## config.mk

```make
export PLATFORM = sky130hd
export DESIGN_NAME = csa_accumulator
export DESIGN_NICKNAME = d
export VERILOG_FILES = /design/src/rtl/csa_accumulator.sv
export SDC_FILE = /design/constraint.sdc
export NUM_CORES = 1
export LEC_CHECK = 0
export BUFFER_PORTS_ARGS = -buffer_cell sky130_fd_sc_hd__buf_2
export CAP_MARGIN = 20
export CORE_MARGIN = 5
export CORE_UTILIZATION = 57
export DETAILED_ROUTE_END_ITERATION = 8
export PLACE_DENSITY = 0.84
export SLEW_MARGIN = 40
export SYNTH_ARGS = -nofsm -noshare
export SYNTH_HDL_FRONTEND = slang
export SYNTH_SLANG_ARGS = --single-unit
```

## constraint.sdc

```tcl
create_clock -name clk -period 3.25 [get_ports clk]
set_clock_uncertainty 0.2 [all_clocks]
set_input_delay 0.4875 -clock clk [delete_from_list [all_inputs] [get_ports clk]]
set_output_delay 0.4875 -clock clk [all_outputs]
set_load 0.02 [all_outputs]
```

## src/rtl/csa_accumulator.sv

```systemverilog
// Carry-save batch accumulator: sums redundant (xs+xc) pairs, then resolves CHUNK bits/cycle; result NCH+1 cycles after last beat.
// Backpressure: in_ready only in ACC; result held in OUT until out_ready, operands ignored meanwhile.
module csa_accumulator #(
  parameter int WL     = 8,
  parameter int GUARD  = 2,
  parameter int CHUNK  = 4,
  parameter int SIGNED = 0,
  parameter int CW     = 8,
  localparam int AW    = WL + GUARD
) (
  input  logic          clk,
  input  logic          rst,
  input  logic          in_valid,
  output logic          in_ready,
  input  logic          in_start,
  input  logic          in_last,
  input  logic [WL-1:0] xs,
  input  logic [WL-1:0] xc,
  output logic          out_valid,
  input  logic          out_ready,
  output logic [AW-1:0] out_sum,
  output logic          out_ovf,
  output logic [CW-1:0] out_cnt
);

  localparam int NCH = (AW + CHUNK - 1) / CHUNK;
  localparam int PW  = NCH * CHUNK;
  localparam int IW  = $clog2(NCH + 1);
  localparam logic [CW-1:0] OVF_LIM = CW'(1 << (GUARD - 1));

  localparam logic [1:0] ST_ACC = 2'd0;
  localparam logic [1:0] ST_RES = 2'd1;
  localparam logic [1:0] ST_OUT = 2'd2;

  logic [1:0]    state;
  logic [AW-1:0] ws_q, wc_q, res_q;
  logic [CW-1:0] cnt_q;
  logic [IW-1:0] idx_q;
  logic          carry_q;

  logic          xfer;
  logic [AW-1:0] ext_s, ext_c;
  logic [AW-1:0] s1, c1, s2, c2;
  logic [PW-1:0] ws_pad, wc_pad;
  logic [IW-1:0] sel;
  logic [CHUNK:0] csum;
  logic [AW-1:0] ins;

  assign in_ready = (state == ST_ACC);
  assign xfer     = in_valid & in_ready;

  assign ext_s = (SIGNED != 0) ? {{GUARD{xs[WL-1]}}, xs} : {{GUARD{1'b0}}, xs};
  assign ext_c = (SIGNED != 0) ? {{GUARD{xc[WL-1]}}, xc} : {{GUARD{1'b0}}, xc};

  // 4:2 compression as two chained full-adder rows; carries leaving bit AW-1 fall off the shift
  always_comb begin
    s1 = ws_q ^ wc_q ^ ext_s;
    c1 = ((ws_q & wc_q) | (ws_q & ext_s) | (wc_q & ext_s)) << 1;
    s2 = s1 ^ c1 ^ ext_c;
    c2 = ((s1 & c1) | (s1 & ext_c) | (c1 & ext_c)) << 1;
  end

  assign ws_pad = PW'(ws_q);
  assign wc_pad = PW'(wc_q);
  assign sel    = (idx_q < IW'(NCH)) ? idx_q : '0;

  always_comb begin
    csum = (CHUNK+1)'(ws_pad[sel*CHUNK +: CHUNK])
         + (CHUNK+1)'(wc_pad[sel*CHUNK +: CHUNK])
         + (CHUNK+1)'(carry_q);
    ins  = AW'(csum[CHUNK-1:0]) << (sel * CHUNK);
  end

  always_ff @(posedge clk or posedge rst) begin
    if (rst) begin
      state   <= ST_ACC;
      ws_q    <= '0;
      wc_q    <= '0;
      res_q   <= '0;
      cnt_q   <= '0;
      idx_q   <= '0;
      carry_q <= 1'b0;
    end else begin
      case (state)
        ST_ACC: begin
          if (xfer) begin
            if (in_start) begin
              ws_q  <= ext_s;
              wc_q  <= ext_c;
              cnt_q <= CW'(1);
            end else begin
              ws_q  <= s2;
              wc_q  <= c2;
              cnt_q <= (cnt_q == '1) ? cnt_q : cnt_q + 1'b1;
            end
            if (in_last) begin
              state   <= ST_RES;
              idx_q   <= '0;
              carry_q <= 1'b0;
              res_q   <= '0;
            end
          end
        end
        ST_RES: begin
          // One extra cycle after the last chunk lands before the result is presented
          if (idx_q == IW'(NCH)) begin
            state <= ST_OUT;
          end else begin
            res_q   <= res_q | ins;
            carry_q <= csum[CHUNK];
            idx_q   <= idx_q + 1'b1;
          end
        end
        ST_OUT: begin
          if (out_ready) begin
            state <= ST_ACC;
            ws_q  <= '0;
            wc_q  <= '0;
            cnt_q <= '0;
            res_q <= '0;
          end
        end
        default: state <= ST_ACC;
      endcase
    end
  end

  assign out_valid = (state == ST_OUT);
  assign out_sum   = out_valid ? res_q : '0;
  assign out_cnt   = out_valid ? cnt_q : '0;
  assign out_ovf   = out_valid & (cnt_q > OVF_LIM);

endmodule

```

## Word-level counts from Yosys, hierarchy flattened

Cells that the tools add are included.

- Register bits: 43
- Latch bits: 0
- Memory bits (writable): 0
- Bits in read-only memories: 0
- Bits of input ports: 22
- Output and inout bits: 21
- Word-level logic and storage cells: 84
- Memories: 0

- Add/sub/neg operators: 4
- Multipliers: 0
- Div/mod/pow operators: 0
- Magnitude comparators: 2
- Equal/unequal tests: 10
- Shift operators: 3
- Muxes and demuxes: 32
- Bitwise operators: 17
- Reduce and logical (&&, ||, !) cells: 9

Operators with widths:

| operator | count |
|---|---|
| 10-bit 2-to-1 mux | 9 |
| 8-bit 2-to-1 mux | 5 |
| 10-bit one-hot mux with 2 select lines | 2 |
| 9-bit by 8-bit AND with 9-bit output | 4 |
| 9-bit bitwise OR | 4 |
| 10-bit one-hot mux with 3 select lines | 1 |
| 12-bit by 5-bit indexed part select with 4-bit output | 2 |
| 10-bit XOR | 2 |
| 10-bit by 8-bit XOR with 10-bit output | 2 |
| 9-bit AND | 2 |
| 2-bit 2-to-1 mux | 8 |
| 8-bit one-hot mux with 2 select lines | 1 |
| 4-bit AND reduction | 3 |
| 10-bit bitwise OR | 1 |
| 4-bit by 4-bit left shift with 10-bit output | 1 |
| 8-bit by 1-bit adder with 8-bit output, second input constant | 1 |
| 8-bit == test, second input constant | 1 |
| 8-bit by 2-bit greater-than comparator with 1-bit output, second input constant | 1 |
| 2-bit by 1-bit != test with 1-bit output, second input constant | 3 |
| 2-bit one-hot mux with 3 select lines | 1 |
| 4-bit by 4-bit adder with 5-bit output | 1 |
| 5-bit by 1-bit adder with 5-bit output | 1 |
| 5-bit AND reduction | 1 |
| 2-bit == test, second input constant | 2 |
| 13 further kinds | 18 |

## Logic depth before layout (Yosys ltp)

Gate-level depths: netlist of run 1.

- Word-level depth: 9
- Mapped depth: 11
- Gate-level depth less buffers: 10

## Worst setup path after synthesis of run 1

No wires, ideal clock.

- Kind: register to register
- Start: register idx_q[0]
- End: register carry_q
- Setup time: 126 ps
- Arrival time: 2522 ps
- Data required time: 2924 ps
- Path slack: 402 ps
- Cell stages (with the launch flop): 11
- Path buffers: 2
- Period minus slack after synthesis: 2848 ps
- Cells stage by stage: dfrtp_1 -> inv_1 -> ha_1 -> clkbuf_1 -> clkbuf_1 -> o22ai_1 -> fa_1 -> fa_1 -> a21o_1 -> a21oi_1 -> o21ai_0

- Word-level cells in the longest chain between the ends: 7
- Elaborated cells between the ends (all ways): 11
- Those cells by class: 2 x add/sub; 1 x order compare; 2 x eq/ne; 2 x shift; 3 x mux; 1 x reduce/logical

RTL lines:

| element | RTL line | RTL |
|---|---|---|
| from (decl) | 38 | `logic [IW-1:0] idx_q;` |
| from (signal assigned) | 111 | `idx_q <= idx_q + 1'b1;` |
| 2-bit < comparator | 65 | `assign sel = (idx_q < IW'(NCH)) ? idx_q : '0;` |
| 2-bit 2-to-1 mux | 65 |  |
| 12-bit by 5-bit indexed part select with 4-bit output (on tied branches) | 68, 69 |  |
| 4-bit by 4-bit adder with 5-bit output | 69 | `+ (CHUNK+1)'(wc_pad[sel*CHUNK +: CHUNK])` |
| 5-bit by 1-bit adder with 5-bit output | 70 | `+ (CHUNK+1)'(carry_q);` |
| 1-bit 2-to-1 mux | 106 | `if (idx_q == IW'(NCH)) begin` |
| 1-bit one-hot mux with 2 select lines | 84 | `case (state)` |
| to (signal assigned) | 110 | `carry_q <= csum[CHUNK];` |
| to (decl) | 39 | `logic carry_q;` |

Several ways; a longest one is shown, not always the timed one. The select of a mux whose other input is x is not followed.
A chain may end at the register's enable or synchronous reset.

## Worst setup path after layout of run 1

- Start: register state[0]
- End: output out_cnt[2]

- Word-level cells in the longest chain between the ends: 2

RTL lines:

| element | RTL line | RTL |
|---|---|---|
| from (decl) | 35 | `logic [1:0] state;` |
| from (signal assigned) | 76 | `state <= ST_ACC;` |
| from (signal assigned) | 97 | `state <= ST_RES;` |
| from (signal assigned) | 107 | `state <= ST_OUT;` |
| 2-bit == test | 128 | `assign out_valid = (state == ST_OUT);` |
| 8-bit 2-to-1 mux | 130 | `assign out_cnt = out_valid ? cnt_q : '0;` |
| to (decl) | 23 | `output logic [CW-1:0] out_cnt` |

No other way between the ends.

==> flow_summary.toml, run 1 <==
[place]
placed_area_mm2 = 0.00314
post-place-cells = 384
gp_congestion = 0.888
io_buffers = 42
hpwlAfterDp_um = 4810

[die]
num_io_pins = 43
start_util_pct = 57.8
die_w_um = 81.3
dieArea_mm2 = 0.00660
die_y_um = 81.3
core_region_area_mm2 = 0.00501
rows = 26

[clocking]
cts_buffers = 5
cts_num_sinks = 43
htreeDepth = 2
cts_resized = 0
clockRootBuffer = "clkbuf_8"
cts_setup_buffers = 0
clkTransAtPathRegs_ps = 80
holdBufCountCts = 0
cts_tree = "built"
clock_path_buffers = 2
clock_latency_ps = 300

[timing]
drv_slew = 0
max_slew_margin_pct = 58.3
worst_pin_slew_ps = 625
fmax_mhz = 359
fin_crit_ps = 2780
hold_slack_ps = 120
fin_crit_sh_pct = 85.6
hold_violations = 0
setup_violations = 0
rsz0062_at_grt = "no"
setup-tns-final_ps = 0

[flow_run]
drv_cap = 0

[critical_path]
endpoint_kind = "output port"
arrival_ps = 2100
critPathLaunchType = "flip-flop"
crit_type = "flip-flop to output port"
path_cells = "nand2b_2, clkinv_1, and2_1, buf_2"
cp.required_ps = 2560
cpPeakStageDelay_ps = 550
worst-path-max-fanout = 21
critPathSlowestCell = "dfrtp_1"

[synth]
yosysUniqueCellTypes = 46
ys_seq_elements = 43
synth-compound-area-share_pct = 14.1
async_flop_share_pct = 100
synth_nets = 333
synth_fa_ha_area_share_pct = 16.9
synth_mux_area_share_pct = 8.30
avgSynthCellArea_um2 = 10.3
dominantRegCellSynth = "dfrtp_1"
synth-simple-area-share_pct = 18.5
syn-cell-area_mm2 = 0.00290
synth_xor_area_share_pct = 0.908
yosys.area.top_type = "dfrtp_1"
synth_area_leaders = "dfrtp_1, fa_1, mux2i_1"
syn_inst = 282
synth_edf_count = 0
synth_top_family_by_area = "simple AND/OR/NAND/NOR gates"
ys_warn_count = 0
netlist.area_leader.share_pct = 37.2
yosysSeqAreaShare_pct = 37.2

[power_and_ir_drop]
clkPwrFrac_pct = 11.5
ir_worst_vdd_v = 0.000362
pwr-share-seq_pct = 34.6
power.switching_mw = 1.30
p_per_area_mw_per_mm2 = 890
finalPower_mw = 2.87
swShare_pct = 45.2
p_leak_nw = 1.61
power.internal_mw = 1.57
comb_power_share_pct = 53.9

[layout]
fillers = 432
fin_nets = 372
antenna_cells = 0
fin_area_mm2 = 0.00322
drive_gt1_share_pct = 19.3
synthToLayoutAreaGrowth_pct = 11.4
finalNonFillerCells = 392

[routing]
vias = 2268
routed_via_density = 5.79
first_pass_iters = 4
drt_iter0_drc = 122
final_antenna_net_count = 0
routed_wl_um = 6470
drc = 0
wl_per_cell_um = 16.5

[global_route]
track_usage_pct = 21.9
grt_max_degree = 44
antenna_found_initial = 0
grt.overflow.total = 0
grt_pass1_wl_um = 11100
first_global_vias = 2344

[status]
status = "complete, no violations"

[min_path]
min_path_type = "input pin to asynchronous set/reset pin"
==> flip-flops by register name, indices dropped and copies added (netlist names) <==
signal and count:
carry_q 1, state 2, wc_q 10, idx_q 2, cnt_q 8, res_q 10
ws_q 10
==> worst max-delay path: cells and delay by family (launching register included) <==
family                 cells  cell delay [ps]
AND/OR/NAND/NOR            2              630
flip-flops                 1              550
buffers and inverters      2              600
==> cell usage after synthesis (2+ instances only) <==
| master | count |
|---|---|
| mux2i_1 | 24 |
| a31oi_1 | 3 |
| clkbuf_1 | 7 |
| a21oi_1 | 10 |
| ha_1 | 12 |
| dfrtp_1 | 43 |
| o21ai_0 | 11 |
| and3_1 | 5 |
| a211o_1 | 2 |
| nor4_1 | 2 |
| o2bb2ai_1 | 2 |
| buf_2 | 4 |
| inv_1 | 7 |
| a21oi_2 | 3 |
| o22ai_1 | 2 |
| and2_1 | 17 |
| nand3b_1 | 4 |
| fa_1 | 17 |
| nor2_1 | 16 |
| o22a_1 | 2 |
| a21o_1 | 4 |
| buf_6 | 3 |
| nor3_1 | 5 |
| o31ai_1 | 15 |
| a22o_1 | 2 |
| xor2_1 | 2 |
| nand2_1 | 34 |
| nand3_1 | 6 |
==> placed cells by master, fill, tap and decap left out, types with 6 or more instances in the layout <==
cell      n
a21oi_1  10
and2_1   17
buf_2    42
dfrtp_1  43
fa_1     17
ha_1     12
inv_1     7
mux2i_1  24
nand2_1  34
nand3_1   6
nor2_1   16
o21ai_0  11
o31ai_1  15
==> power by group through the flow <==
stage               sequential [mW]  combinational [mW]  clock (mW)
floorplan                     0.901                1.26           0
global placement              0.982                1.46           0
detailed placement            0.999                1.55           0
CTS                           0.992                1.56       0.338
global route                   1.03                1.75       0.365
finish                        0.995                1.55       0.329
==> area by class of cell <==
cell class                      count  area [µm²]  share of cell area, %
Sequential cell                    43        1080                   33.4
Tap cell                           70        87.6                   2.72
Multi-Input combinational cell    216        1700                   52.8
Inverter                            8        30.0                  0.931
Timing Repair Buffer               47         248                   7.68
Clock inverter                      1        5.00                  0.155
Clock buffer                        7        76.3                   2.37
==> kinds of logic (layout without fill, tap and decap cells) <==
logic type,Yosys count,after routing
simple gates,100,100
compound gates,60,60
flops,43,43
fa+ha+maj,29,29
mux,24,24
buf+inv,23,63
xor+xnor,3,3
==> stage by stage <==
stage / setup WS [ps] / utilization [%]
2_1_floorplan: 402 / -
3_3_place_gp: 688 / 62.7
3_5_place_dp: 575 / 62.7
4_1_cts: 450 / 64.4
5_1_grt: 262 / 64.4
6_report: 467 / 64.4
==> path summary, 6_finish.rpt <==
path                            cells past startpoint            startpoint  slack (ps)              endpoint
worst max-delay path                                4  state[0]$_DFFE_PP0P_         470            out_cnt[2]
worst min-delay path                                3                   rst         120  res_q[6]$_DFFE_PP0P_
worst min register to register                      2  res_q[9]$_DFFE_PP0P_         290  res_q[9]$_DFFE_PP0P_
worst max register to register                     10  idx_q[1]$_DFFE_PP0P_         550   carry_q$_DFFE_PP0P_
min in group clk                                    2             out_ready         190  state[1]$_DFFE_PP0P_
max in group asynchronous                           3                   rst        2350  res_q[9]$_DFFE_PP0P_
==> per-layer routing <==
layer	track usage [%]	vias up	share of wire, %
li1	-	1075	-
met1	27.3	1122	43
met2	37.2	61	51
met3	3.99	10	4.0
met4	8.95	0	1.7
met5	0	-	0
(Power assumes the default switching activity.)
==> run 2, diff against run 1 <==
--- a/config.mk
+++ b/config.mk
@@ -5,12 +5,13 @@
 export SDC_FILE = /design/constraint.sdc
 export NUM_CORES = 1
 export LEC_CHECK = 0
-export BUFFER_PORTS_ARGS = -buffer_cell sky130_fd_sc_hd__buf_2
 export CAP_MARGIN = 20
 export CORE_MARGIN = 5
-export CORE_UTILIZATION = 57
+export CORE_UTILIZATION = 62
 export DETAILED_ROUTE_END_ITERATION = 8
-export PLACE_DENSITY = 0.84
+export DONT_BUFFER_PORTS = 1
+export GPL_ROUTABILITY_DRIVEN = 1
+export PLACE_DENSITY = 0.82
 export SLEW_MARGIN = 40
 export SYNTH_ARGS = -nofsm -noshare
 export SYNTH_HDL_FRONTEND = slang
==> run 2 against run 1 <==
Net effect:
- sequential share of layout area increased by 2.4 points
- clock-buffer cell count decreased by 2
- routed wire length decreased by 9.7%
- maximum frequency decreased by 3.4%
- sequential cell count unchanged
- clock power about the same
- final cell count decreased by 15%
- setup slack got worse by 97 ps
- global-route usage decreased by 1.1 points
- first-iteration DRC count decreased by 16%
- highest routed layer unchanged
- worst hold slack got worse by 27 ps
- critical endpoint is now carry_q$_DFFE_PP0P_
- final area decreased by 6.8%
==> flow_summary.toml, run 2 (synthesized netlist as in run 1, its figures left out) <==
[status]
status = "complete, no violations"

[global_route]
first_global_vias = 2072
track_usage_pct = 20.8
antenna_found_initial = 0
grt.overflow.total = 0
grt_max_degree = 25
grt_pass1_wl_um = 10100

[timing]
drv_slew = 0
setup_violations = 0
worst_slack_ps = 371
setup-tns-final_ps = 0
hold_violations = 0
fin_crit_sh_pct = 88.6
fmax_mhz = 347
rsz0062_at_grt = "no"
fin_crit_ps = 2880
max_slew_margin_pct = 54.4
worst_pin_slew_ps = 684

[die]
num_io_pins = 43
die_y_um = 78.3
rows = 24
start_util_pct = 65.1
die_w_um = 78.3
dieArea_mm2 = 0.00614
core_region_area_mm2 = 0.00444

[critical_path]
cpPeakStageDelay_ps = 450
path_cells = "inv_1, ha_1, mux2i_1, o22ai_1, fa_1, fa_1, a21o_1, a21oi_1, o21ai_0"
reg2reg_to = "carry_q$_DFFE_PP0P_"
critPathLaunchType = "flip-flop"
cp.required_ps = 3210
critPathSlowestCell = "fa_1"
endpoint_kind = "flip-flop"
worst-path-max-fanout = 12
cp_common_cell = "fa_1"
reg2reg_slack_ps = 370
crit_type = "flip-flop to flip-flop"
arrival_ps = 2840
crit-reg2reg-launch = "idx_q[0]$_DFFE_PP0P_"
ff2ff_path_depth = 9
critical_path_buf_inv_count = 1
cp_top_family = "adder cells"

[place]
io_buffers = 0
post-place-cells = 324
gp_congestion = 0.880
hpwlAfterDp_um = 4450
dp_slack_ps = 393

[clocking]
cts_buffers = 5
clock_path_buffers = 2
clkTransAtPathRegs_ps = 90
htreeDepth = 2
cts_tree = "built"
clock_latency_ps = 290
cts_resized = 0
clockRootBuffer = "clkbuf_8"
cts_num_sinks = 43

[power_and_ir_drop]
ir_worst_vdd_v = 0.000486
p_leak_nw = 1.42
p_per_area_mw_per_mm2 = 933

[layout]
layout_commonest_cell = "dfrtp_1"
finalNonFillerCells = 333
final_core_util_pct = 67.6
mostFrequentLayoutCells = "dfrtp_1, nand2_1, mux2i_1"
synthToLayoutAreaGrowth_pct = 3.76
drive_gt1_share_pct = 8.19
top_regs = "res_q x10, wc_q x10, ws_q x10"
antenna_cells = 0
fin_nets = 331

[min_path]
min_path_type = "input pin to flip-flop"
hold_path_end = "state[1]$_DFFE_PP0P_"
whs_path_depth = 1
hp-start = "out_ready"

[routing]
routed_wl_um = 5840
drc = 0
final_antenna_net_count = 0
drt_iter0_drc = 103
vias = 2054
routed_via_density = 6.17
first_pass_iters = 4
wl_per_cell_um = 17.5

[flow_run]
drv_cap = 0
-- run 2: cell count changes in the layout (fill, tap and decap cells not counted) --
| cell | delta |
|---|---|
| dlygate4sd3_1 | +1 |
| clkbuf_1 | -2 |
| buf_2 | -42 |
| inv_1 | -1 |
| inv_2 | +1 |
| clkinv_2 | +2 |
-- run 2: power breakdown --
part | switching (mW) | internal, mW
clock | 0.184 | 0.147
combinational | 0.838 | 0.653
sequential | 0.234 | 0.748
-- run 2: final cells by class --
cell class / instances / area [µm²]
multi-input cells: 216 / 1700
fillers: 378 / 1440
flip-flops and latches: 43 / 1080
clock buffers: 5 / 68.8
well taps: 52 / 65.1
repair buffers: 6 / 47.5
inverters: 8 / 30.0
clock inverters: 3 / 15.0
-- run 2: how the worst max path moves through the flow --
| stage | startpoint | end | slack (ps) | depth (start not counted) |
|---|---|---|---|---|
| floorplan | idx_q[0]$_DFFE_PP0P_ | carry_q$_DFFE_PP0P_ | 400 | 10 |
| global placement | idx_q[0]$_DFFE_PP0P_ | carry_q$_DFFE_PP0P_ | 490 | 9 |
| detailed placement | idx_q[0]$_DFFE_PP0P_ | carry_q$_DFFE_PP0P_ | 390 | 9 |
| CTS | idx_q[0]$_DFFE_PP0P_ | carry_q$_DFFE_PP0P_ | 380 | 9 |
| global route | idx_q[0]$_DFFE_PP0P_ | res_q[2]$_DFFE_PP0P_ | 210 | 9 |
| finish | idx_q[0]$_DFFE_PP0P_ | carry_q$_DFFE_PP0P_ | 370 | 9 |
-- run 2: repair_timing --
action                    4_1_cts  5_1_grt
hold endpoints to repair        0       19
hold buffers                    0        1
buffers inserted                0        0
-- run 2: per-stage QoR --
stage	hold slack, ps	cell area (µm²)	power [mW]
after floorplan	250	2900	2.16
after global placement	271	2910	2.41
after detailed placement	281	2910	2.49
after CTS	37.6	2990	2.82
after global routing	84.2	3000	3.09
final	93.1	3000	2.80
-- run 2: layer usage --
layer	part of all wire (%)	track usage, %
met5	0	0
met4	1.4	6.99
met3	4.8	4.23
met2	47	32.9
met1	47	28.8
